<file path="src/rtl/balance_seq.sv">
// Balance-control sequencer: rider detection, steer-enable delay and latched
// overspeed fault, driving the PID and Segway-math enables.
module balance_seq #(
  parameter int unsigned FAST_SIM  = 1,
  parameter int unsigned RIDER_CNT = 8,
  parameter int unsigned OVS_CNT   = 4
) (
  input  logic       clk,
  input  logic       rst,
  input  logic       auth_pwr,
  input  logic       rider_wt_ok,
  input  logic       sample_rdy,
  input  logic       too_fast,
  output logic       pwr_up,
  output logic       rider_off,
  output logic       vld,
  output logic       en_steer,
  output logic       fault,
  output logic [2:0] state
);

  typedef enum logic [2:0] {
    OFF        = 3'd0,
    WAIT_RIDER = 3'd1,
    BALANCE    = 3'd2,
    STEER      = 3'd3,
    FAULT      = 3'd4
  } state_t;

  localparam int unsigned RW = $clog2(RIDER_CNT + 1);
  localparam int unsigned OW = $clog2(OVS_CNT + 1);
  localparam logic [RW-1:0] RIDER_TERM = RW'(RIDER_CNT);
  localparam logic [OW-1:0] OVS_TERM   = OW'(OVS_CNT);
  localparam logic [24:0]   STEER_LAST = (FAST_SIM != 0) ? 25'd1023 : 25'h1FF_FFFF;

  state_t        state_q, state_d;
  logic [RW-1:0] on_cnt_q, on_cnt_d, off_cnt_q, off_cnt_d, on_inc, off_inc;
  logic [OW-1:0] ovs_cnt_q, ovs_cnt_d, ovs_inc;
  logic [24:0]   timer_q, timer_d;
  logic          vld_q, vld_d;
  logic          on_hit, off_hit, ovs_hit;

  // Saturating increments; a "hit" is the sample that makes a counter reach terminal.
  always_comb begin
    on_inc  = (on_cnt_q  == RIDER_TERM) ? on_cnt_q  : on_cnt_q  + RW'(1);
    off_inc = (off_cnt_q == RIDER_TERM) ? off_cnt_q : off_cnt_q + RW'(1);
    ovs_inc = (ovs_cnt_q == OVS_TERM)   ? ovs_cnt_q : ovs_cnt_q + OW'(1);
    on_hit  = sample_rdy &&  rider_wt_ok && (on_inc  == RIDER_TERM);
    off_hit = sample_rdy && !rider_wt_ok && (off_inc == RIDER_TERM);
    ovs_hit = sample_rdy &&  too_fast    && (ovs_inc == OVS_TERM);
  end

  always_comb begin
    state_d = state_q;
    unique case (state_q)
      OFF:        if (auth_pwr) state_d = WAIT_RIDER;
      WAIT_RIDER: begin
        if (!auth_pwr)   state_d = OFF;
        else if (on_hit) state_d = BALANCE;
      end
      BALANCE, STEER: begin
        if (ovs_hit)       state_d = FAULT;
        else if (off_hit)  state_d = auth_pwr ? WAIT_RIDER : OFF;
        else if (state_q == BALANCE && timer_q == STEER_LAST) state_d = STEER;
      end
      FAULT:      if (!auth_pwr) state_d = OFF;
      default:    state_d = OFF;
    endcase
  end

  always_comb begin
    on_cnt_d  = on_cnt_q;
    off_cnt_d = off_cnt_q;
    ovs_cnt_d = ovs_cnt_q;
    if (state_d != state_q) begin
      on_cnt_d  = '0;
      off_cnt_d = '0;
      ovs_cnt_d = '0;
    end else if (sample_rdy) begin
      on_cnt_d  = rider_wt_ok ? on_inc  : '0;
      off_cnt_d = rider_wt_ok ? '0      : off_inc;
      ovs_cnt_d = too_fast    ? ovs_inc : '0;
    end
    // Held at zero outside BALANCE, so entry always starts a fresh delay.
    timer_d = (state_q == BALANCE) ? timer_q + 25'd1 : '0;
    vld_d   = sample_rdy && (state_q == BALANCE || state_q == STEER);
  end

  always_ff @(posedge clk) begin
    if (rst) begin
      state_q   <= OFF;
      on_cnt_q  <= '0;
      off_cnt_q <= '0;
      ovs_cnt_q <= '0;
      timer_q   <= '0;
      vld_q     <= 1'b0;
    end else begin
      state_q   <= state_d;
      on_cnt_q  <= on_cnt_d;
      off_cnt_q <= off_cnt_d;
      ovs_cnt_q <= ovs_cnt_d;
      timer_q   <= timer_d;
      vld_q     <= vld_d;
    end
  end

  always_comb begin
    pwr_up    = 1'b0;
    rider_off = 1'b1;
    en_steer  = 1'b0;
    fault     = 1'b0;
    unique case (state_q)
      WAIT_RIDER: pwr_up = 1'b1;
      BALANCE: begin
        pwr_up    = 1'b1;
        rider_off = 1'b0;
      end
      STEER: begin
        pwr_up    = 1'b1;
        rider_off = 1'b0;
        en_steer  = 1'b1;
      end
      FAULT:   fault = 1'b1;
      default: ;
    endcase
  end

  assign vld   = vld_q;
  assign state = state_q;

endmodule

</file>
<file path="config.mk">
export PLATFORM = sky130hd
export DESIGN_NAME = balance_seq
export DESIGN_NICKNAME = d
export VERILOG_FILES = /design/src/rtl/balance_seq.sv
export SDC_FILE = /design/constraint.sdc
export NUM_CORES = 1
export LEC_CHECK = 0
export ABC_AREA = 1
export CELL_PAD_IN_SITES_DETAIL_PLACEMENT = 1
export CELL_PAD_IN_SITES_GLOBAL_PLACEMENT = 1
export CORE_ASPECT_RATIO = 0.6
export CORE_MARGIN = 1
export CORE_UTILIZATION = 38
export DETAILED_ROUTE_END_ITERATION = 6
export PLACE_DENSITY_LB_ADDON = 0.1
export RECOVER_POWER = 100
export SLEW_MARGIN = 20
export SYNTH_ARGS = -nofsm -noshare
export SYNTH_HDL_FRONTEND = slang
export SYNTH_SLANG_ARGS = --single-unit
</file>
<file path="constraint.sdc">
create_clock -name clk -period 1.7 [get_ports clk]
set_clock_uncertainty 0.2 [all_clocks]
set_input_delay 0.51 -clock clk [delete_from_list [all_inputs] [get_ports clk]]
set_output_delay 0.51 -clock clk [all_outputs]
set_load 0.1 [all_outputs]
</file>
==> results of run 1 <==
## through the flow
stage,util [%],setup slack [ns]
floorplan,-,-0.443
global placement,54.8,-0.765
detailed placement,54.8,-0.834
CTS,67.0,-0.286
## logic make-up after synthesis
family / after synthesis / share of synthesized area [%]
AO/OA/AOI/OAI: 37 / 9.06
XOR/XNOR: 4 / 1.54
adder cells (fa/ha/maj): 7 / 3.84
buffers and inverters: 64 / 11.3
flip-flops: 40 / 35.1
AND/OR/NAND/NOR: 188 / 39.1
## repair_timing
item                       in CTS
gates cloned                    1
setup buffers                  29
hold buffers                    0
gates resized for setup       101
setup endpoints to repair      31
pin swaps                      30
==> metrics.log, run 1 <==
INFO  metric cts_sinks = 40
INFO  metric yosysSeqAreaShare = 35.1%
INFO  metric avg_synthesized_cell_area = 6.70 um^2
INFO  metric start_util = 40.1%
INFO  metric failed_stage = 5_1_grt
INFO  metric vertical_die_dimension = 62.0 um
INFO  metric synth_top_cells_by_count = sky130_fd_sc_hd__nand2_1, sky130_fd_sc_hd__inv_1, sky130_fd_sc_hd__nor2_1, sky130_fd_sc_hd__dfxtp_1, sky130_fd_sc_hd__nand3_1
INFO  metric mappedNetlistNets = 353
INFO  metric io_pins = 14
INFO  metric ys_types = 31
INFO  metric row_count = 21
INFO  metric initial_antenna_violation_count = 1
INFO  metric place_inst = 492
INFO  metric cts_root_buffer = sky130_fd_sc_hd__clkbuf_8
INFO  metric placement_stage_cell_area = 3110 um^2
INFO  metric postGrtWorstEndpoint = on_cnt_q[1]$_SDFFE_PP0P_/D
INFO  metric syn_area = 2280 um^2
INFO  metric cts_buffer_depth = 2
INFO  metric yosys_warnings = 0
INFO  metric synth-edff-count = 0
INFO  metric yosys-top-cells-area = sky130_fd_sc_hd__dfxtp_1, sky130_fd_sc_hd__nand2_1, sky130_fd_sc_hd__inv_1, sky130_fd_sc_hd__nor2_1, sky130_fd_sc_hd__nand3_1
INFO  metric synth_ff_type = sky130_fd_sc_hd__dfxtp_1
INFO  metric gp_routability_congestion = 0.776
INFO  metric synth_top_area_cell = sky130_fd_sc_hd__dfxtp_1
INFO  metric synth_top_cell_area_share = 35.1%
INFO  metric numCtsBuffers = 5
INFO  metric worst_path_end_type = register input
INFO  metric die_w = 102 um
INFO  metric htreeDepth = 2
INFO  metric toolErrorMsg = [ERROR DPL-0033] detailed placement checks failed during check placement.
INFO  metric detailed_place_hpwl = 5990 um
INFO  metric post-synth-top-count-cell = sky130_fd_sc_hd__nand2_1
INFO  metric pin_count_of_the_biggest_net_entering_global_routing = 13
INFO  metric async_set_reset_flop_share_out_of_synthesis = 0%
INFO  metric run_status = aborted with a tool error
INFO  metric ys_seq_elements = 40
INFO  metric syn-instance-count = 340
INFO  metric buffer_ports.inserted = 13
==> run 2: changes to the inputs <==
--- a/config.mk
+++ b/config.mk
@@ -6,13 +6,10 @@
 export NUM_CORES = 1
 export LEC_CHECK = 0
 export ABC_AREA = 1
-export CELL_PAD_IN_SITES_DETAIL_PLACEMENT = 1
-export CELL_PAD_IN_SITES_GLOBAL_PLACEMENT = 1
-export CORE_ASPECT_RATIO = 0.6
 export CORE_MARGIN = 1
-export CORE_UTILIZATION = 38
+export CORE_UTILIZATION = 25
 export DETAILED_ROUTE_END_ITERATION = 6
-export PLACE_DENSITY_LB_ADDON = 0.1
+export PLACE_DENSITY_LB_ADDON = 0.15
 export RECOVER_POWER = 100
 export SLEW_MARGIN = 20
 export SYNTH_ARGS = -nofsm -noshare
==> constraint.sdc (replaced) <==
create_clock -name clk -period 2.2 [get_ports clk]
set_clock_uncertainty 0.2 [all_clocks]
set_input_delay 0.66 -clock clk [delete_from_list [all_inputs] [get_ports clk]]
set_output_delay 0.66 -clock clk [all_outputs]
set_load 0.1 [all_outputs]
==> run 2 against run 1 <==
The run now ends clean. Synthesized cell count unchanged. Synthesized area unchanged.
==> metrics.log, run 2 <==
INFO  metric synth_top_cells_by_count = sky130_fd_sc_hd__nand2_1, sky130_fd_sc_hd__inv_1, sky130_fd_sc_hd__nor2_1, sky130_fd_sc_hd__dfxtp_1, sky130_fd_sc_hd__nand3_1
INFO  metric grt_usage = 12.6%
INFO  metric crit_path_max_incr_delay = 0.40 ns
INFO  metric reg2reg_to = on_cnt_q[3]
INFO  metric synth-edff-count = 0
INFO  metric final_area = 2930 um^2
INFO  metric cts_sinks = 40
INFO  metric cp_cell_sequence = nor2_1 > inv_1 > o21ai_4 > buf_6
INFO  metric yosys_warnings = 0
INFO  metric drtAntennaViolNets = 0
INFO  metric synth.mux.area_fraction = 0%
INFO  metric yosysSeqAreaShare = 35.1%
INFO  metric synth_adder_area_share = 3.84%
INFO  metric gp_routability_congestion = 0.786
INFO  metric cp-startpoint = state[1]
INFO  metric cpMaxStageDelayCell = sky130_fd_sc_hd__dfxtp_4
INFO  metric die_w = 97.5 um
INFO  metric wl_met3 = 115 um
INFO  metric clock_period_minus_final_worst_setup_slack = 2.14 ns
INFO  metric cts_buffer_depth = 2
INFO  metric leakage = 1.12 nW
INFO  metric pin_count_of_the_biggest_net_entering_global_routing = 14
INFO  metric detailed_place_hpwl = 4210 um
INFO  metric power.total = 1.66 mW
INFO  metric grt_first_pass_wirelength = 9870 um
INFO  metric timing.critical_path.fanout_max = 6
INFO  metric detail_route.drc_violations = 0
INFO  metric ff2ff_setup_slack = 0.13 ns
INFO  metric placement_stage_cell_area = 2800 um^2
INFO  metric cts_tree = done
INFO  metric maxSlewHeadroom = 63.2%
INFO  metric initialDrtViolationCount = 57
INFO  metric largest_register_ff_count = 25
INFO  metric syn-instance-count = 340
INFO  metric worst_pin_slew = 0.552 ns
INFO  metric worst_skew_pair.late_latency = 0.30 ns
INFO  metric detailroute.wirelength.met2 = 2690 um
INFO  metric ys_seq_elements = 40
INFO  metric setup_viol = 0
INFO  metric final_common_cell = sky130_fd_sc_hd__nand2_1
INFO  metric max-cap-violations = 0
INFO  metric drtPass1Iterations = 4
INFO  metric cp_data_required_time = 1.34 ns
INFO  metric row_count = 34
INFO  metric grt_setup_unrepaired = no
INFO  metric report.final.hold_viol_count = 0
INFO  metric vertical_die_dimension = 97.5 um
INFO  metric drt_wl_total = 5610 um
INFO  metric regMostFlops = timer_q
INFO  metric layout.filler_cells = 959
INFO  metric post_cts_hold_buffer_count = 0
INFO  metric timing.hold.worst.class = reg2reg
INFO  metric numCtsBuffers = 5
INFO  metric run_status = complete, no violations
INFO  metric num_antenna_cells = 0
INFO  metric syn_area = 2280 um^2
INFO  metric regToRegStartpoint = on_cnt_q[0]
INFO  metric dominant_combinational_cell_family_by_area_after_synthesis = simple AND/OR/NAND/NOR gates
INFO  metric ratio_of_routed_vias_to_standard_cells = 4.42
INFO  metric fmaxAchievable = 466 MHz
INFO  metric most-common-layout-cells = sky130_fd_sc_hd__nand2_1, sky130_fd_sc_hd__nor2_1, sky130_fd_sc_hd__inv_1, sky130_fd_sc_hd__dfxtp_1, sky130_fd_sc_hd__nand3_1
INFO  metric reg.largest.list = timer_q: 25 flops, off_cnt_q: 4 flops, on_cnt_q: 4 flops
INFO  metric cts_root_buffer = sky130_fd_sc_hd__clkbuf_8
INFO  metric maxUsedRoutingLayer = met4
INFO  metric initial_antenna_violation_count = 0
INFO  metric timing.setup.critical_path_class = reg2out
INFO  metric synth_top_area_cell = sky130_fd_sc_hd__dfxtp_1
INFO  metric worstSetupEndpoint = pwr_up
INFO  metric compound_gate_fraction_of_synth_area = 9.06%
INFO  metric async_set_reset_flop_share_out_of_synthesis = 0%
INFO  metric critPathLaunchType = flip-flop
INFO  metric post-route-period-util = 97.5%
INFO  metric first_global_vias = 2,154
INFO  metric post-synth-top-count-cell = sky130_fd_sc_hd__nand2_1
INFO  metric ys_types = 31
INFO  metric synth_ff_type = sky130_fd_sc_hd__dfxtp_1
INFO  metric wirelength_met1 = 2750 um
INFO  metric num_vias = 2,158
INFO  metric synth_top_cell_area_share = 35.1%
INFO  metric areaGrowthSynthToFinish = 28.8%
INFO  metric xor_xnor_fraction_of_synth_area = 1.54%
INFO  metric cts.reportedPaths.clkPinSlew = 0.09 ns
INFO  metric buffer_ports.inserted = 13
INFO  metric cp_data_arrival_time = 1.28 ns
INFO  metric timing_max_transition_violations_final = 0
INFO  metric design.final.nets = 392
INFO  metric die_area = 9500 um^2
INFO  metric route.detailed.wl_per_inst = 11.5 um
INFO  metric worstSetupEndpointType = output port
INFO  metric io_pins = 14
INFO  metric avg_synthesized_cell_area = 6.70 um^2
INFO  metric mappedNetlistNets = 353
INFO  metric drive_gt1_share = 20.0%
INFO  metric yosys-top-cells-area = sky130_fd_sc_hd__dfxtp_1, sky130_fd_sc_hd__nand2_1, sky130_fd_sc_hd__inv_1, sky130_fd_sc_hd__nor2_1, sky130_fd_sc_hd__nand3_1
INFO  metric vdd_ir_drop_max = 0.000239 V
INFO  metric grt.overflow.total = 0
INFO  metric core_outline_area = 8760 um^2
INFO  metric synth-simple-area-share = 39.1%
INFO  metric start_util = 26.0%
INFO  metric htreeDepth = 2
INFO  metric worst-r2r-cell-count = 13
INFO  metric pwr_density_cell = 564 nW/um^2
run 2: how the worst min path moves through the flow:
stage / start / to / slack [ns] / cells past startpoint
global route: timer_q[0] / timer_q[0] / 0.28 / 1
detailed placement: timer_q[0] / timer_q[0] / 0.24 / 1
finish: timer_q[0] / timer_q[0] / 0.25 / 1
CTS: timer_q[0] / timer_q[0] / 0.25 / 1
global placement: timer_q[0] / timer_q[0] / 0.23 / 1
floorplan: timer_q[0] / timer_q[0] / 0.22 / 1
run 2: cell type report:
type                            instances  area (um^2)  area share (%)
Clock buffer                            6         93.8            3.20
Clock inverter                          2         60.1            2.05
Inverter                               61          234            7.97
Multi-Input combinational cell        236         1270            43.2
Sequential cell                        40          818            27.9
Tap cell                              108          135            4.61
Timing Repair Buffer                   35          324            11.0
run 2: cells by family after synthesis:
| family | after synthesis |
|---|---|
| AOI/OAI and AO/OA | 37 |
| xor gates and xnor gates | 4 |
| adders and majority gates | 7 |
| buffers and inverters | 64 |
| DFF | 40 |
| and+or+nand+nor | 188 |
run 2: what timing repair did:
| item | in CTS | in global routing |
|---|---|---|
| hold endpoints to repair | 0 | 0 |
| setup endpoints to repair | 11 | 12 |
| setup buffers | 3 | 0 |
| gates resized for setup | 9 | 8 |
| cloned | 1 | 0 |
| pin swaps | 1 | 2 |
run 2: layer usage:
layer  vias to the layer above  track usage, %
met5                         -               0
met4                         0            3.17
met3                         7            2.45
met2                        13            22.2
met1                       972            15.6
li1                       1166               -
run 2: power by group:
| group | leakage [nW] | total (mW) | switching [mW] | internal, mW |
|---|---|---|---|---|
| sequential | 0.326 | 0.729 | 0.00560 | 0.723 |
| combinational | 0.719 | 0.117 | 0.0644 | 0.0529 |
| clock | 0.0765 | 0.809 | 0.286 | 0.522 |
run 2: critical path, delay by kind of cell, from the launching register on:
kind | cells | cell delay (ns)
AO/OA/AOI/OAI | 1 | 0.15
buffers and inverters | 2 | 0.32
flip-flops | 1 | 0.40
AND/OR/NAND/NOR | 1 | 0.11
run 2: stage by stage:
step	worst slack, ns	setup TNS [ns]	util, %	hold WS (ns)	cells
finish	0.0550	0	33.5	0.246	488
global route	0.00187	0	33.5	0.282	488
CTS	0.0676	0	34.5	0.252	488
detailed placement	-0.402	-4.69	32.0	0.236	476
global placement	-0.399	-4.66	32.0	0.229	476
floorplan	-0.106	-0.136	-	0.218	340
No activity file was read; power rests on OpenSTA's default activity.
==> run 3: changes to the inputs <==
--- a/config.mk
+++ b/config.mk
@@ -7,9 +7,8 @@
 export LEC_CHECK = 0
 export ABC_AREA = 1
 export CORE_MARGIN = 1
-export CORE_UTILIZATION = 25
+export CORE_UTILIZATION = 35
 export DETAILED_ROUTE_END_ITERATION = 6
-export PLACE_DENSITY_LB_ADDON = 0.15
 export RECOVER_POWER = 100
 export SLEW_MARGIN = 20
 export SYNTH_ARGS = -nofsm -noshare
==> run 3 against run 2 <==
Sequential share of layout area is 1.6 points higher. Wire length is 13% lower. Flip-flop and latch count stayed put. Register-to-register slack better by 0.06 ns. Global-route usage is 3.7 points higher. Combinational power is 11% lower. Utilization is 10 points higher. Critical path type unchanged.
==> metrics.log, run 3 (same netlist as run 2, synthesis figures left out) <==
INFO  metric num_vias = 2,170
INFO  metric die_w = 82.7 um
INFO  metric vertical_die_dimension = 82.7 um
INFO  metric core_outline_area = 6310 um^2
INFO  metric vdd_ir_drop_max = 0.000295 V
INFO  metric pwr_density_cell = 483 nW/um^2
INFO  metric num_antenna_cells = 0
INFO  metric drtAntennaViolNets = 0
INFO  metric die_area = 6840 um^2
INFO  metric worst_pin_slew = 0.544 ns
INFO  metric max-cap-violations = 0
INFO  metric most-common-layout-cells = sky130_fd_sc_hd__nand2_1, sky130_fd_sc_hd__nor2_1, sky130_fd_sc_hd__inv_1, sky130_fd_sc_hd__dfxtp_1, sky130_fd_sc_hd__nand3_1
INFO  metric maxSlewHeadroom = 63.9%
INFO  metric cts_sinks = 40
INFO  metric cp_data_arrival_time = 1.26 ns
INFO  metric report.final.hold_viol_count = 0
INFO  metric route.detailed.wl_per_inst = 10.8 um
INFO  metric timing.hold.worst.class = reg2reg
INFO  metric cts.reportedPaths.clkPinSlew = 0.08 ns
INFO  metric worstSetupEndpointType = output port
INFO  metric timing_max_transition_violations_final = 0
INFO  metric regMostFlops = timer_q
INFO  metric grt_usage = 16.3%
INFO  metric cts_tree = done
INFO  metric leakage = 1.07 nW
INFO  metric grt_first_pass_wirelength = 8420 um
INFO  metric cts_buffer_depth = 2
INFO  metric cp_data_required_time = 1.34 ns
INFO  metric final_cell_count_no_fill = 453
INFO  metric htreeDepth = 2
INFO  metric final_common_cell = sky130_fd_sc_hd__nand2_1
INFO  metric start_util = 36.1%
INFO  metric ratio_of_routed_vias_to_standard_cells = 4.79
INFO  metric drtPass1Iterations = 4
INFO  metric place_inst = 443
INFO  metric fmaxAchievable = 471 MHz
INFO  metric critPathLaunchType = flip-flop
INFO  metric first_global_vias = 2,017
INFO  metric io_pins = 14
INFO  metric gp_routability_congestion = 0.889
INFO  metric post_cts_hold_buffer_count = 0
INFO  metric row_count = 29
INFO  metric design.final.nets = 388
INFO  metric initialDrtViolationCount = 74
INFO  metric areaGrowthSynthToFinish = 21.0%
INFO  metric cts_root_buffer = sky130_fd_sc_hd__clkbuf_8
INFO  metric drt_wl_total = 4900 um
INFO  metric worst_skew_pair.late_latency = 0.29 ns
INFO  metric worst-path-buf-inv = 2
INFO  metric clock_period_minus_final_worst_setup_slack = 2.12 ns
INFO  metric detail_route.drc_violations = 0
INFO  metric grt.overflow.total = 0
INFO  metric initial_antenna_violation_count = 0
INFO  metric detailed_place_hpwl = 3810 um
INFO  metric setup_viol = 0
INFO  metric reg.largest.list = timer_q: 25 flops, off_cnt_q: 4 flops, on_cnt_q: 4 flops
INFO  metric critical_path_s_top_delay_family = flip-flops
INFO  metric ff2ff_setup_slack = 0.19 ns
INFO  metric cp_cell_sequence = nor2_1 > inv_1 > o21ai_4 > buf_8
INFO  metric power.total = 1.33 mW
INFO  metric numCtsBuffers = 5
INFO  metric largest_register_ff_count = 25
INFO  metric post-route-period-util = 96.5%
INFO  metric final_core_util = 43.7%
INFO  metric pin_count_of_the_biggest_net_entering_global_routing = 13
INFO  metric run_status = complete, no violations
INFO  metric timing.setup.critical_path_class = reg2out
INFO  metric timing.critical_path.fanout_max = 6
INFO  metric drive_gt1_share = 17.0%
INFO  metric cpMaxStageDelayCell = sky130_fd_sc_hd__dfxtp_4
INFO  metric crit_path_max_incr_delay = 0.40 ns
INFO  metric grt_setup_unrepaired = no
INFO  metric buffer_ports.inserted = 13
[run 3: cell count changes in the layout (fill, tap and decap cells not counted), sizes merged]
cell    change
clkbuf      +3
buf         -5
bufinv      -2
[run 3: worst register-to-register path, cell delays in order (launching register included)]
cell	delay [ns]
sky130_fd_sc_hd__dfxtp_2	0.37
sky130_fd_sc_hd__inv_1	0.06
sky130_fd_sc_hd__ha_1	0.31
sky130_fd_sc_hd__inv_1	0.06
sky130_fd_sc_hd__nand3_1	0.07
sky130_fd_sc_hd__nor2_1	0.11
sky130_fd_sc_hd__nand2_1	0.11
sky130_fd_sc_hd__nand2_2	0.11
sky130_fd_sc_hd__nand2_2	0.05
sky130_fd_sc_hd__nand2_2	0.07
sky130_fd_sc_hd__nand2_1	0.05
sky130_fd_sc_hd__nand2_1	0.07
sky130_fd_sc_hd__nand3_2	0.09
sky130_fd_sc_hd__buf_12	0.15
sky130_fd_sc_hd__nor2_1	0.08
[run 3: report_power, final]
| group | switching [mW] | internal (mW) |
|---|---|---|
| logic | 0.0602 | 0.0443 |
| clock network | 0.243 | 0.256 |
| registers | 0.00535 | 0.724 |
[run 3: routing by layer]
layer	wire [um]	GRT usage (%)
met1	2330	19.0
met2	2380	28.9
met3	131	3.30
met4	62	6.55
met5	0	0
[run 3: final cells by class]
cell class	instances	area, um^2
Clock buffer	8	90.1
Fill cell	669	3560
Inverter	61	234
Multi-Input combinational cell	236	1250
Sequential cell	40	815
Tap cell	77	96.3
Timing Repair Buffer	31	277
[run 3: worst paths after layout]
check                from           to  cells past startpoint
max              state[1]       pwr_up                      4
min            timer_q[0]   timer_q[0]                      1
max reg2reg  off_cnt_q[0]  on_cnt_q[1]                     14
min reg2reg    timer_q[0]   timer_q[0]                      1
[run 3: per-stage QoR]
| step | setup slack [ns] | instance area (um^2) | TNS [ns] | hold WS [ns] |
|---|---|---|---|---|
| after floorplan | -0.106 | 2340 | -0.136 | 0.218 |
| after global routing | 0.0152 | 2760 | 0 | 0.269 |
| after global placement | -0.358 | 2750 | -4.01 | 0.231 |
| after detailed placement | -0.417 | 2750 | -4.62 | 0.241 |
| after CTS | 0.0725 | 2860 | 0 | 0.257 |
| final | 0.0777 | 2760 | 0 | 0.255 |
[run 3: what timing repair did]
item | 4_1_cts | 5_1_grt
setup endpoints to repair | 11 | 11
gates cloned | 0 | 0
pin swaps | 1 | 1
setup buffers | 2 | 0
gates resized for setup | 6 | 3
